===== config.mk =====
export PLATFORM = sky130hd
export DESIGN_NAME = channel_arbiter
export DESIGN_NICKNAME = d
export VERILOG_FILES = /design/src/rtl/channel_arbiter.sv
export SDC_FILE = /design/constraint.sdc
export NUM_CORES = 1
export LEC_CHECK = 0
export BUFFER_PORTS_ARGS = -buffer_cell sky130_fd_sc_hd__buf_2
export CORE_MARGIN = 5
export CORE_UTILIZATION = 51
export DETAILED_ROUTE_END_ITERATION = 6
export PLACE_DENSITY = 0.78
export SLEW_MARGIN = 20
export SYNTH_ARGS = -nofsm -noshare
export SYNTH_HDL_FRONTEND = slang
export SYNTH_SLANG_ARGS = --single-unit
export TNS_END_PERCENT = 10

===== constraint.sdc =====
create_clock -name CLK -period 5.4 [get_ports CLK]
set_clock_uncertainty 0.2 [all_clocks]
set_input_delay 0.54 -clock CLK [delete_from_list [all_inputs] [get_ports CLK]]
set_output_delay 0.54 -clock CLK [all_outputs]
set_load 0.01 [all_outputs]

===== src/rtl/channel_arbiter.sv =====
// Round-robin packet arbiter for one output port: holds a one-hot grant for a whole
// packet, handshakes flits, and force-releases packets that exceed MaxFlits.
//
// state  | meaning
// S_IDLE | no grant held, SEL=0, arbitrating every cycle over masked requests
// S_BUSY | grant held in SEL until the granted port's LAST transfers or MaxFlits is hit
module channel_arbiter #(
    parameter int Numports = 4,
    parameter int PortNo   = 1,
    parameter int MaxFlits = 8
) (
    input  logic                CLK,
    input  logic                RST,
    input  logic [Numports-1:0] REQ,
    input  logic [Numports-1:0] VALID,
    input  logic [Numports-1:0] LAST,
    input  logic                READY,
    output logic [Numports-1:0] SEL,
    output logic [Numports-1:0] GNT,
    output logic                Q_VALID,
    output logic                Q_LAST,
    output logic                BUSY,
    output logic                ERR
);

    localparam int PW = (Numports > 1) ? $clog2(Numports) : 1;
    localparam int CW = $clog2(MaxFlits) + 1;
    localparam logic [CW-1:0] CntLast = CW'(MaxFlits - 1);

    typedef enum logic {
        S_IDLE,
        S_BUSY
    } state_t;

    state_t              r_state;
    state_t              w_state_nxt;
    logic [Numports-1:0] r_sel;
    logic [Numports-1:0] w_sel_nxt;
    logic [PW-1:0]       r_ptr;
    logic [PW-1:0]       w_ptr_nxt;
    logic [CW-1:0]       r_cnt;
    logic [CW-1:0]       w_cnt_nxt;
    logic                r_err;
    logic                w_err_nxt;

    logic [Numports-1:0] w_mreq;
    logic                w_qvalid;
    logic                w_qlast;
    logic                w_xfer;
    logic                w_release;
    logic [PW-1:0]       w_gidx;
    logic [PW-1:0]       w_ptr_rel;
    logic [PW-1:0]       w_arb_ptr;
    logic                w_win_vld;
    logic [Numports-1:0] w_win_oh;

    always_comb begin
        for (int i = 0; i < Numports; i++) begin
            w_mreq[i] = REQ[i] & (i != PortNo);
        end
    end

    assign w_qvalid  = |(r_sel & VALID);
    assign w_qlast   = |(r_sel & VALID & LAST);
    assign w_xfer    = w_qvalid & READY;
    assign w_release = (r_state == S_BUSY) & w_xfer & (w_qlast | (r_cnt == CntLast));

    always_comb begin
        w_gidx = '0;
        for (int i = 0; i < Numports; i++) begin
            if (r_sel[i]) begin
                w_gidx = PW'(i);
            end
        end
    end

    assign w_ptr_rel = (w_gidx == PW'(Numports - 1)) ? '0 : w_gidx + 1'b1;
    // On a release cycle arbitration already sees the advanced pointer, so the
    // just-served port has lowest priority and the next grant follows with no bubble.
    assign w_arb_ptr = w_release ? w_ptr_rel : r_ptr;

    always_comb begin
        logic [PW:0]   sum;
        logic [PW-1:0] idx;
        w_win_vld = 1'b0;
        w_win_oh  = '0;
        for (int k = 0; k < Numports; k++) begin
            sum = {1'b0, w_arb_ptr} + (PW+1)'(k);
            if (sum >= (PW+1)'(Numports)) begin
                sum = sum - (PW+1)'(Numports);
            end
            idx = sum[PW-1:0];
            if (!w_win_vld && w_mreq[idx]) begin
                w_win_vld     = 1'b1;
                w_win_oh      = '0;
                w_win_oh[idx] = 1'b1;
            end
        end
    end

    always_ff @(posedge CLK or negedge RST) begin
        if (!RST) begin
            r_state <= S_IDLE;
            r_sel   <= '0;
            r_ptr   <= '0;
            r_cnt   <= '0;
            r_err   <= 1'b0;
        end else begin
            r_state <= w_state_nxt;
            r_sel   <= w_sel_nxt;
            r_ptr   <= w_ptr_nxt;
            r_cnt   <= w_cnt_nxt;
            r_err   <= w_err_nxt;
        end
    end

    always_comb begin
        w_state_nxt = r_state;
        w_sel_nxt   = r_sel;
        w_ptr_nxt   = r_ptr;
        w_cnt_nxt   = r_cnt;
        w_err_nxt   = 1'b0;
        case (r_state)
            S_IDLE: begin
                if (w_win_vld) begin
                    w_state_nxt = S_BUSY;
                    w_sel_nxt   = w_win_oh;
                    w_cnt_nxt   = '0;
                end
            end
            S_BUSY: begin
                if (w_release) begin
                    w_ptr_nxt = w_ptr_rel;
                    w_err_nxt = ~w_qlast;
                    w_cnt_nxt = '0;
                    if (w_win_vld) begin
                        w_sel_nxt = w_win_oh;
                    end else begin
                        w_sel_nxt   = '0;
                        w_state_nxt = S_IDLE;
                    end
                end else if (w_xfer && (r_cnt != CntLast)) begin
                    w_cnt_nxt = r_cnt + 1'b1;
                end
            end
            default: begin
                w_state_nxt = S_IDLE;
                w_sel_nxt   = '0;
            end
        endcase
    end

    // READY feeds only GNT; SEL/BUSY/ERR come straight from registers.
    always_comb begin
        SEL     = r_sel;
        GNT     = r_sel & {Numports{READY}};
        Q_VALID = w_qvalid;
        Q_LAST  = w_qlast;
        BUSY    = (r_state == S_BUSY);
        ERR     = r_err;
    end

endmodule


Word-level counts from Yosys, hierarchy flattened. Index checks and enable logic that the tools add are counted.

$lt $le $gt $ge: 12. Add/sub/neg operators: 9. Equality and inequality tests: 6. Reductions and logical operators: 15. Multiplexer cells: 46. Bitwise gates (word level): 9.

Operators by type and width (count): $mux W4 (10); $mux W1 (17); $mux W2 (8); $pmux W4 S2 (2); $and A4 B4 Y4 (3); $lt A2 B3 Y1 const B (4); $ge A3 B3 Y1 const B (3); $bmux W1 S2 (4); $demux W1 S2 (4); $ge A2 B1 Y1 const B (4); $logic_and A1 B1 Y1 (8); $reduce_or A4 Y1 (2); $sub A2 B1 Y2 const B (4); $add A2 B2 Y3 const B (2); $add A4 B1 Y4 const B (1); $eq A4 B3 Y1 const B (1); $ne A4 B3 Y1 const B (1); $reduce_and A2 Y1 (2); $add A2 B1 Y3 const B (1); $and A1 B1 Y1 (3); $ge A2 B3 Y1 const B (1); $logic_not A1 Y1 (3); $ne A3 B1 Y1 const B (1); $add A2 B1 Y2 const B (1); 6 further kinds (7).

Output and inout port bits: 12. Bits of input ports: 15. Flip-flop bits (word level): 12. Logic and storage cells: 102.

Logic depth before layout (Yosys ltp). Gate-level depths: netlist (run 1).

Depth in word-level cells: 23. Depth in mapped cells: 13. Gate-level depth less buffers: 12.

Least setup slack after synthesis (run 1). No wires, ideal clock.

Path type: reg-to-reg. Start point: register r_sel[3], in the netlist SEL[3]. End point: register r_sel[0], in the netlist SEL[0]. Required time: 5.080 ns. Path slack: 2.093 ns. Cell stages (with the launch flop): 13. Period minus slack after synthesis: 3.307 ns. Path buffers: 1. Library setup time: 0.120 ns. Arrival: 2.987 ns. Path through: dfrtp_1 -> or2_2 -> ha_1 -> a211oi_1 -> o211a_1 -> nor2_2 -> ha_1 -> buf_2 -> o21ai_0 -> nor4_1 -> a311o_2 -> a221o_1 -> a31o_1.

Word-level cells in the longest chain between the ends: 23. Elaborated cells on any way between the ends: 77. Classes of those cells: add/sub: 8; order compare: 12; eq/ne: 3; mux: 35; bitwise: 6; reduce/logical: 13.

Ends and longest elaborated chain: start: declaration (RTL line 37) `logic [Numports-1:0] r_sel;`; start signal: assignment (RTL line 110) `r_sel <= w_sel_nxt;`; parallel branches: the longest is 23 deep, another holds $add A2 B1 Y3.

Several ways; the timed one is not identified. The select of a mux whose other input is x is not followed. A chain may end at the register's enable or synchronous reset.

Final worst setup path (run 1).
Start point: register r_sel[3], in the netlist SEL[3]. End point: register r_sel[3], in the netlist SEL[3].

The elaborated chain is that of the path after synthesis.

==> results of run 1 <==
-- kinds of logic after synthesis --
kind of cell / share of synthesized area [%]
muxes: 5.08
buffers and inverters: 4.65
DFF: 25.9
xor gates and xnor gates: 1.51
AOI/OAI and AO/OA: 29.3
adders and majority gates: 9.73
and+or+nand+nor: 23.8
-- per-stage QoR --
stage                     power (mW)  hold WS, ns  setup slack (ns)  cells
after floorplan                0.501       0.0444              2.09    131
after global placement         0.595        0.226              1.76    181
after detailed placement       0.608        0.235              1.72    181
after CTS                      0.682        0.311              1.71    186
after global routing           0.750        0.360              1.43    186
final                          0.680        0.309              1.70    186
-- final cells by class --
cell class                      count  share of cell area [%]
Multi-Input combinational cell    107                    59.8
Clock buffer                        4                    2.70
Inverter                            9                    2.51
Sequential cell                    12                    22.3
Tap cell                           28                    2.61
Timing Repair Buffer               26                    10.1
-- flip-flops by register name, indices dropped and copies added (netlist names) --
name   cells
r_cnt      4
ERR        1
SEL        4
r_ptr      2
BUSY       1
-- what timing repair did --
item / in CTS / in global routing
hold endpoints to repair: 12 / 0
gates resized for setup: 0 / 0
hold buffers: 1 / 0
-- path summary, 6_finish.rpt --
kind	from	endpoint	cells after the start
worst max-delay path	SEL[3]	SEL[3]	11
worst min-delay path	r_cnt[0]	r_cnt[0]	1
worst max register to register	SEL[3]	SEL[3]	11
worst min register to register	r_cnt[0]	r_cnt[0]	1
max in group asynchronous	RST	SEL[0]	2
min in group asynchronous	RST	r_cnt[1]	2
-- metal layers --
metal  vias to the layer above  wire length, µm  global-route usage (%)
met4                         0               44                    8.61
met2                        42             1240                    28.2
met1                       511             1200                    22.3
met3                         4              209                    2.23
met5                         -                0                       0
li1                        558                -                       -
-- cells in the final DEF, fill, tap and decap left out, drive strengths merged, types with 2 or more instances in the layout --
cell type and instances:
buf 25, nor2 14, dfrtp 12, nand2 12, ha 9, inv 9
o21ai 7, nand3 6, nor3 6, and2 5, a21oi 4, nand4 4
clkbuf 4, a221o 3, nand2b 3, a32o 3, a31o 3, a21o 2
a211oi 2, o2111a 2, o21a 2, xor2 2, a221oi 2, a41oi 2
mux2i 2
-- power groups by stage --
stage          clock network, mW  logic, mW  registers (mW)
6_report                  0.0722      0.439           0.168
5_1_grt                   0.0784      0.496           0.176
4_1_cts                   0.0733      0.440           0.169
3_5_place_dp                   0      0.438           0.170
3_3_place_gp                   0      0.427           0.168
2_1_floorplan                  0      0.335           0.166
==> run metrics, run 1 <==
status complete, no violations; largest area contributor in the netlist dfrtp_1; critical path required time 5.37 ns; Max clock buf depth 2; ranking of synthesized cells by area dfrtp_1, ha_1, nor2_1; CP Buf/Inv Count 0; Yosys reg bits 12; syn avg cell area 8.83 µm²; Post-synth top flop dfrtp_1; internal power 359 µW; Core Area 2190 µm²; DR iter-0 viols 43; first-pass GRT wire length 4550 µm; async set-or-reset flop fraction in the synthesized netlist 100%; CP Class reg -> reg; Sw Ratio 47.2%; RSZ-0062 raised after global routing false; Post-CTS Repair Setup Buffers 0; area used by multi-input combinational logic 803 µm²; H-tree levels 1; Fin Setup TNS 0 ns; CP endpoint kind flop; routed length per placed instance 14.5 µm; diodes inserted 0; Slew HR 57.0%; largest net degree at the start of global routing 13; syn_nets 155; Worst-Skew Late Latency 0.28 ns; clk root buf clkbuf_4; vias in the first global route 1,025; cell family with most CP delay compound AO/OA/AOI/OAI gates; GRT Residual Overflow 0; R2R Setup Slk 1.70 ns; Worst-Margin Slew 0.639 ns; Core Util, Final 61.3%; # fillers 179; Synth Warn # 0; Syn Inst Count 131; GP Congestion 0.883; Die Span X 57.6 µm; Port Buffers 25; Synth top cells by count nor2_1, dfrtp_1, nand2_1; Synth-to-Final Area Change 16.1%; via count 1,115; CTS tree built; WL final 2690 µm; fmax 270 MHz; CP Data Arrival Time 3.66 ns; Reg area 300 µm²; Clock transition at path regs 0.08 ns; count leader, synth nor2_1; Clk pwr share 10.6%; number of antenna violations at the first check in global routing 0; Ports 27; crit-path most repeated cell ha_1; share of cells above drive strength 1 27.2%; Critical Path Slowest Stage Cell ha_1; Setup crit start kind flop; final net count 183; maximum VDD drop 0.251 mV; Post-synth EDFFs 0; die height 57.6 µm; Comb pwr share 64.6%; fin crit share 68.5%; mapped cell area 1160 µm²; DP Area 1300 µm²; Tot GR Track Use 17.3%; DRT Pass-1 Iters 4; Final setup viols 0; drt via density 5.99; ANT nets after route 0; sequential power share 24.8%; Final Hold Viols 0; post-synth top area share 25.9%; worst hold path type reg -> reg; CP cell instances or2_2 > ha_1 > a211oi_1 > o211a_1 > nor2_2 > ha_1 > nor2_1 > o2111a_1 > a311o_2 > a2111o_1 > a31o_1; cts bufs inserted 3; clock sinks 12; Synth cell types 46; Final Cell Area 1340 µm²; Worst path max stage delay 0.50 ns; total power per unit cell area 506 nW/µm²; die area 3320 µm²; max-slew violations 0; DRC 0; Starting Density 52.8%; NetSw 321 µW; Max Fanout on Critical Path 11; Core Rows 17; maxcap violations 0; minimum clock period 3.70 ns; leak pwr 0.644 nW; Seq/Total Area, Yosys 25.9%; Post-DP HPWL 2140 µm
No activity file was read; power rests on OpenSTA's default activity.
==> run 2, diff against run 1 <==
==> constraint.sdc (replaced) <==
create_clock -name CLK -period 3.5 [get_ports CLK]
set_clock_uncertainty 0.2 [all_clocks]
set_input_delay 0.35 -clock CLK [delete_from_list [all_inputs] [get_ports CLK]]
set_output_delay 0.35 -clock CLK [all_outputs]
set_load 0.01 [all_outputs]
==> run 2 against run 1 <==
Compared with the run above:
- largest power group unchanged
- sequential share of layout area decreased by 1.2 points
- power is 71% higher
- clock power grew 58%
- largest cell class unchanged
==> run metrics, run 2 (synthesis gave the netlist of run 1 again) <==
Clock transition at path regs 0.07 ns (about the same); reg2reg path depth 12 (+1); Synth-to-Final Area Change 22.9%; Max clock buf depth 2 (unchanged); vias in the first global route 1,093 (+6.6%); drt via density 5.93 (-1.1%); via count 1,150 (+3.1%); minimum clock period 3.34 ns (-0.353 ns); commonest non-fill, non-tap cell in the layout buf_2; Critical Path Slowest Stage Cell dfrtp_1; CP Data Arrival Time 3.32 ns (-0.34 ns); Slew HR 57.0% (about the same); Ports 27 (unchanged); Post-DP HPWL 2220 µm (+3.6%); CP Buf/Inv Count 2 (+2); worst hold path type in -> reg; Worst path max stage delay 0.47 ns (-0.03 ns); ANT nets after route 0 (unchanged); crit-path most repeated cell buf_4; # fillers 179 (unchanged); fin crit share 95.5% (+27 points); Setup crit start kind flop; die height 57.6 µm (unchanged); R2R Setup Slk 0.16 ns (-1.55 ns); commonest non-fill, non-tap cells in the layout buf_2, nor2_1, dfrtp_1, nand2_1; DR iter-0 viols 39 (-9.3%); Final Hold Viols 0 (unchanged); Setup WS pre-CTS 0.0737 ns (-1.65 ns); Die Span X 57.6 µm (unchanged); diodes inserted 0 (unchanged); DRT Pass-1 Iters 4 (unchanged); Placed Cells 187 (+3.3%); number of antenna violations at the first check in global routing 0 (unchanged); Final Worst Setup Slack 0.156 ns (-1.55 ns); Reg-to-Reg End SEL[1]; hold_sp REQ[2]; cts bufs inserted 3 (unchanged); WL final 2840 µm (+5.4%); Worst-Skew Late Latency 0.28 ns (about the same); total power per unit cell area 817 nW/µm² (+61%); cell family with most CP delay compound AO/OA/AOI/OAI gates; Tot GR Track Use 18.2% (+0.95 points); maximum VDD drop 0.609 mV (+140%); first-pass GRT wire length 4710 µm (+3.3%); GRT Residual Overflow 0 (unchanged); critical path required time 3.47 ns (-1.90 ns); Port Buffers 25 (unchanged); CP endpoint kind flop; Starting Density 52.8% (unchanged); max-slew violations 0 (unchanged); H-tree levels 1 (unchanged); Core Rows 17 (unchanged); clk root buf clkbuf_4; hold path cells 3 (+2); reg2reg start SEL[1]; GP Congestion 0.881 (-0.28%); RSZ-0062 raised after global routing false; clock sinks 12 (unchanged); routed length per placed instance 14.6 µm (+1.1%); Core Area 2190 µm² (unchanged); status complete, no violations; largest net degree at the start of global routing 13 (unchanged); CP cell instances nand3_1 > nand4_4 > o21ai_4 > mux2i_4 > ha_4 > buf_4 > o21ai_0 > nor4_1 > a311o_2 > buf_4 > a221o_1 > a31o_1; DRC 0 (unchanged); final net count 191 (+4.4%); hold endpoint BUSY; die area 3320 µm² (unchanged); share of cells above drive strength 1 32.5% (+5.3 points); fmax 299 MHz (+11%); Worst-Margin Slew 0.640 ns (+0.000748 ns); Worst path depth 12 (+1); CP Class reg -> reg; Max Fanout on Critical Path 7 (-4); CTS tree built; Fin Setup TNS 0 ns (unchanged); leak pwr 0.683 nW (+6.0%); Final setup viols 0 (unchanged); Core Util, Final 64.9% (+3.6 points); fin cells 194 (+4.3%); maxcap violations 0 (unchanged)
-- run 2: worst register-to-register path, delay by kind of cell (launching register included) --
family	cells	cell delay, ns
buffers and inverters	2	0.29
flip-flops	1	0.47
adder cells (fa/ha/maj)	1	0.25
AND/OR/NAND/NOR	3	0.36
multiplexers	1	0.37
AO/OA/AOI/OAI	5	1.29
-- run 2: metal layers --
metal | vias up | track usage [%] | wire (µm)
li1 | 570 | - | -
met1 | 534 | 20.9 | 1190
met2 | 40 | 30.0 | 1370
met3 | 6 | 4.90 | 223
met4 | 0 | 11.3 | 54
met5 | - | 0 | 0
-- run 2: timing repair --
action,in CTS,in global routing
gates resized for setup,0,3
setup buffers,0,2
setup endpoints to repair,0,4
endpoints found under the hold margin,12,0
hold buffers,1,0
-- run 2: report_power, final --
group          internal, mW  switching, mW
Clock                0.0634         0.0508
Combinational         0.379          0.409
Sequential            0.195         0.0648
-- run 2: worst max-delay path by stage --
stage | startpoint | slack [ns] | end
floorplan | SEL[3] | 0.19 | SEL[0]
global placement | SEL[3] | 0.15 | SEL[3]
detailed placement | SEL[3] | 0.07 | SEL[3]
CTS | SEL[3] | 0.05 | SEL[3]
global route | SEL[1] | 0.003 | SEL[0]
finish | SEL[1] | 0.16 | SEL[1]
-- run 2: final cells by class --
cell class,instances,area (µm²),share of cell area [%]
flip-flops and latches,12,302,21.2
clock buffers,4,36.3,2.55
well taps,28,35.0,2.46
repair buffers,34,195,13.7
multi-input cells,107,821,57.7
inverters,9,33.8,2.37
-- run 2: per-stage QoR --
| stage | power (mW) | instance area [µm²] | hold slack [ns] |
|---|---|---|---|
| 2_1_floorplan | 0.774 | 1160 | -0.146 |
| 3_3_place_gp | 0.976 | 1340 | 0.0368 |
| 3_5_place_dp | 0.994 | 1340 | 0.0406 |
| 4_1_cts | 1.11 | 1390 | 0.250 |
| 5_1_grt | 1.27 | 1420 | 0.275 |
| 6_report | 1.16 | 1420 | 0.253 |
==> run 3, diff against run 2 <==
--- a/config.mk
+++ b/config.mk
@@ -5,11 +5,12 @@
 export SDC_FILE = /design/constraint.sdc
 export NUM_CORES = 1
 export LEC_CHECK = 0
+export ABC_AREA = 1
 export BUFFER_PORTS_ARGS = -buffer_cell sky130_fd_sc_hd__buf_2
 export CORE_MARGIN = 5
 export CORE_UTILIZATION = 51
 export DETAILED_ROUTE_END_ITERATION = 6
-export PLACE_DENSITY = 0.78
+export PLACE_DENSITY = 0.77
 export SLEW_MARGIN = 20
 export SYNTH_ARGS = -nofsm -noshare
 export SYNTH_HDL_FRONTEND = slang
==> run 3 against run 2 <==
Compared with the run above:
- worst setup slack better by 0.36 ns
- clock-buffer cell count is 1 lower
- sequential cell count stayed put
- utilization is 5.1 points lower
==> run metrics, run 3 <==
die area 3610 µm² (+8.7%); Critical Path Slowest Stage Cell dfrtp_1; drt via density 5.13 (-14%); Worst-Margin Slew 0.336 ns (-0.304 ns); GP Congestion 0.879 (-0.17%); Syn Inst Count 181 (+38%); diodes inserted 0 (unchanged); CTS tree built; number of antenna violations at the first check in global routing 0 (unchanged); Final Hold Viols 0 (unchanged); mapped cell area 1280 µm² (+11%); Synth-to-Final Area Change 13.7%; async set-or-reset flop fraction in the synthesized netlist 100% (unchanged); Post-synth EDFFs 0 (unchanged); clk root buf clkbuf_4; Post-CTS Repair Setup Buffers 0 (unchanged); Core Rows 18 (+1); largest net degree at the start of global routing 16 (+3); Post-synth top flop dfrtp_1; minimum clock period 2.98 ns (-0.361 ns); met1 usage 21.1% (+0.19 points); Setup crit start kind flop; CTS-repair resized insts 0 (unchanged); M2 GR Usage 30.6% (+0.56 points); vias in the first global route 1,150 (+5.2%); Slew HR 77.6% (+21 points); share of cells above drive strength 1 27.3% (-5.3 points); Hold WS 0.274 ns (+0.0214 ns); H-tree levels 1 (unchanged); CP Data Arrival Time 2.94 ns (-0.38 ns); CP Class reg -> reg; Sw Ratio 25.1% (-20 points); Clock transition at path regs 0.07 ns (about the same); sequential power share 54.3% (+32 points); commonest non-fill, non-tap cells in the layout nand2_1, nand3_1, inv_1; routed length per placed instance 11.9 µm (-19%); fin cells 239 (+23%); cts bufs inserted 3 (unchanged); clock sinks 12 (unchanged); Max clock buf depth 2 (unchanged); Final setup viols 0 (unchanged); Core Util, Final 59.8% (-5.1 points); NetSw 63.9 µW (-88%); Comb pwr share 13.9% (-54 points); largest area contributor in the netlist dfrtp_1; via count 1,225 (+6.5%); Fin Setup TNS 0 ns (unchanged); GRT Residual Overflow 0 (unchanged); gr busiest metal met2; Clk pwr share 31.8% (+22 points); status complete, no violations; Yosys reg bits 12 (unchanged); syn_nets 205 (+32%); hold_buf cts 1 (unchanged); worst hold path type in -> reg; Placed Cells 235 (+26%); Setup WS pre-CTS 0.529 ns (+0.455 ns); Max Fanout on Critical Path 15 (+8); CP cell instances ha_1 > nand2_1 > or2_0 > nand2_2 > nand2_4 > o21ai_2 > ha_1 > nand3_1 > nand2_4 > nor2_8 > nand3_4 > nand2_8 > nand2_4 > nand2_1 > nand2_1; Worst-Skew Late Latency 0.27 ns (about the same); count leader, synth nand2_1; die height 60.1 µm (+4.3%); maximum VDD drop 0.121 mV (-80%); DR iter-0 viols 73 (+87%); Core Area 2430 µm² (+11%); Post-DP HPWL 2320 µm (+4.3%); Seq/Total Area, Yosys 23.5% (-2.5 points); DRT Pass-1 Iters 5 (+1); fmax 335 MHz (+12%); internal power 191 µW (-70%); fin crit share 85.2% (-10 points); leak pwr 0.927 nW (+36%); Worst path max stage delay 0.40 ns (-0.07 ns); Synth cell types 23 (-50%); WL final 2840 µm (-0.14%); syn avg cell area 7.07 µm² (-20%); max-slew violations 0 (unchanged); Port Buffers 25 (unchanged); commonest non-fill, non-tap cell in the layout nand2_1; GRT met3 Usage 1.51% (-3.4 points); DRC 0 (unchanged); Synth top cells by count nand2_1, nand3_1, inv_1; critical path required time 3.45 ns (-0.02 ns); CP endpoint kind flop; first-pass GRT wire length 4860 µm (+3.4%); Tot GR Track Use 17.0% (-1.2 points); ranking of synthesized cells by area dfrtp_1, nand2_1, nand3_1; RSZ-0062 raised after global routing false; Starting Density 52.6% (-0.20 points); total power per unit cell area 175 nW/µm² (-79%); maxcap violations 0 (unchanged); ANT nets after route 0 (unchanged); Final Worst Setup Slack 0.517 ns (+0.361 ns); Synth Warn # 0 (unchanged); final net count 235 (+23%); Die Span X 60.1 µm (+4.3%); Ports 27 (unchanged); post-synth top area share 23.5% (-2.5 points)
[run 3: cell types whose count changed after synthesis, sizes merged, moves of 3 or more]
cell    previous run  this run
and2               5         0
nor3               6         1
nor2              14         9
nand3              6        37
a31o               3         0
nand2             12        73
o21ai              7         3
a21oi              4         0
a32o               3         0
a221o              3         0
nand2b             3         0
inv                9        28
[run 3: per-layer routing]
metal  part of all wire [%]  wire (µm)
met4                   0.21          6
met2                     50       1410
met3                    7.2        205
met1                     43       1210
met5                      0          0
[run 3: path summary, 6_finish.rpt]
path                       startpoint        to  slack, ns  depth (start not counted)
hold reg to reg              r_ptr[1]  r_ptr[1]       0.34                          2
hold / removal                LAST[1]       ERR       0.27                          6
min in group asynchronous         RST  r_cnt[3]       0.28                          2
max in group asynchronous         RST    SEL[0]       2.60                          2
setup reg to reg             r_cnt[0]    SEL[3]       0.52                         15
setup / recovery             r_cnt[0]    SEL[3]       0.52                         15
[run 3: power by group through the flow]
| stage | Clock (mW) | Combinational, mW | Sequential [mW] |
|---|---|---|---|
| final | 0.0811 | 0.0355 | 0.139 |
| after global routing | 0.0887 | 0.0398 | 0.138 |
| after CTS | 0.0823 | 0.0357 | 0.139 |
| after detailed placement | 0 | 0.0346 | 0.141 |
| after global placement | 0 | 0.0333 | 0.141 |
| after floorplan | 0 | 0.0191 | 0.141 |
[run 3: logic make-up (layout without fill, tap and decap cells)]
group	after synthesis	after routing	share of synthesized area (%)
and+or+nand+nor	127	127	55.3
buffers and inverters	29	57	9.97
DFF	12	12	23.5
adders and majority gates	9	9	8.80
AOI/OAI and AO/OA	3	3	1.76
xor gates and xnor gates	1	1	0.684
[run 3: final cells by class]
| cell class | instances | area (µm²) |
|---|---|---|
| inverter | 28 | 108 |
| timing repair buffer | 26 | 135 |
| fill | 221 | 977 |
| multi-input combinational | 140 | 852 |
| tap | 30 | 37.5 |
| clock buffer | 3 | 22.5 |
| sequential | 12 | 300 |
[run 3: critical path: cells and delay by family (launching register included)]
| kind | cells | cell delay (ns) |
|---|---|---|
| AOI/OAI and AO/OA | 1 | 0.31 |
| adders and majority gates | 2 | 0.52 |
| DFF | 1 | 0.40 |
| and+or+nand+nor | 12 | 1.43 |
[run 3: through the flow]
step	area (µm²)	power, mW
finish	1460	0.255
floorplan	1280	0.160
global placement	1420	0.175
global route	1460	0.267
CTS	1460	0.257
detailed placement	1420	0.176
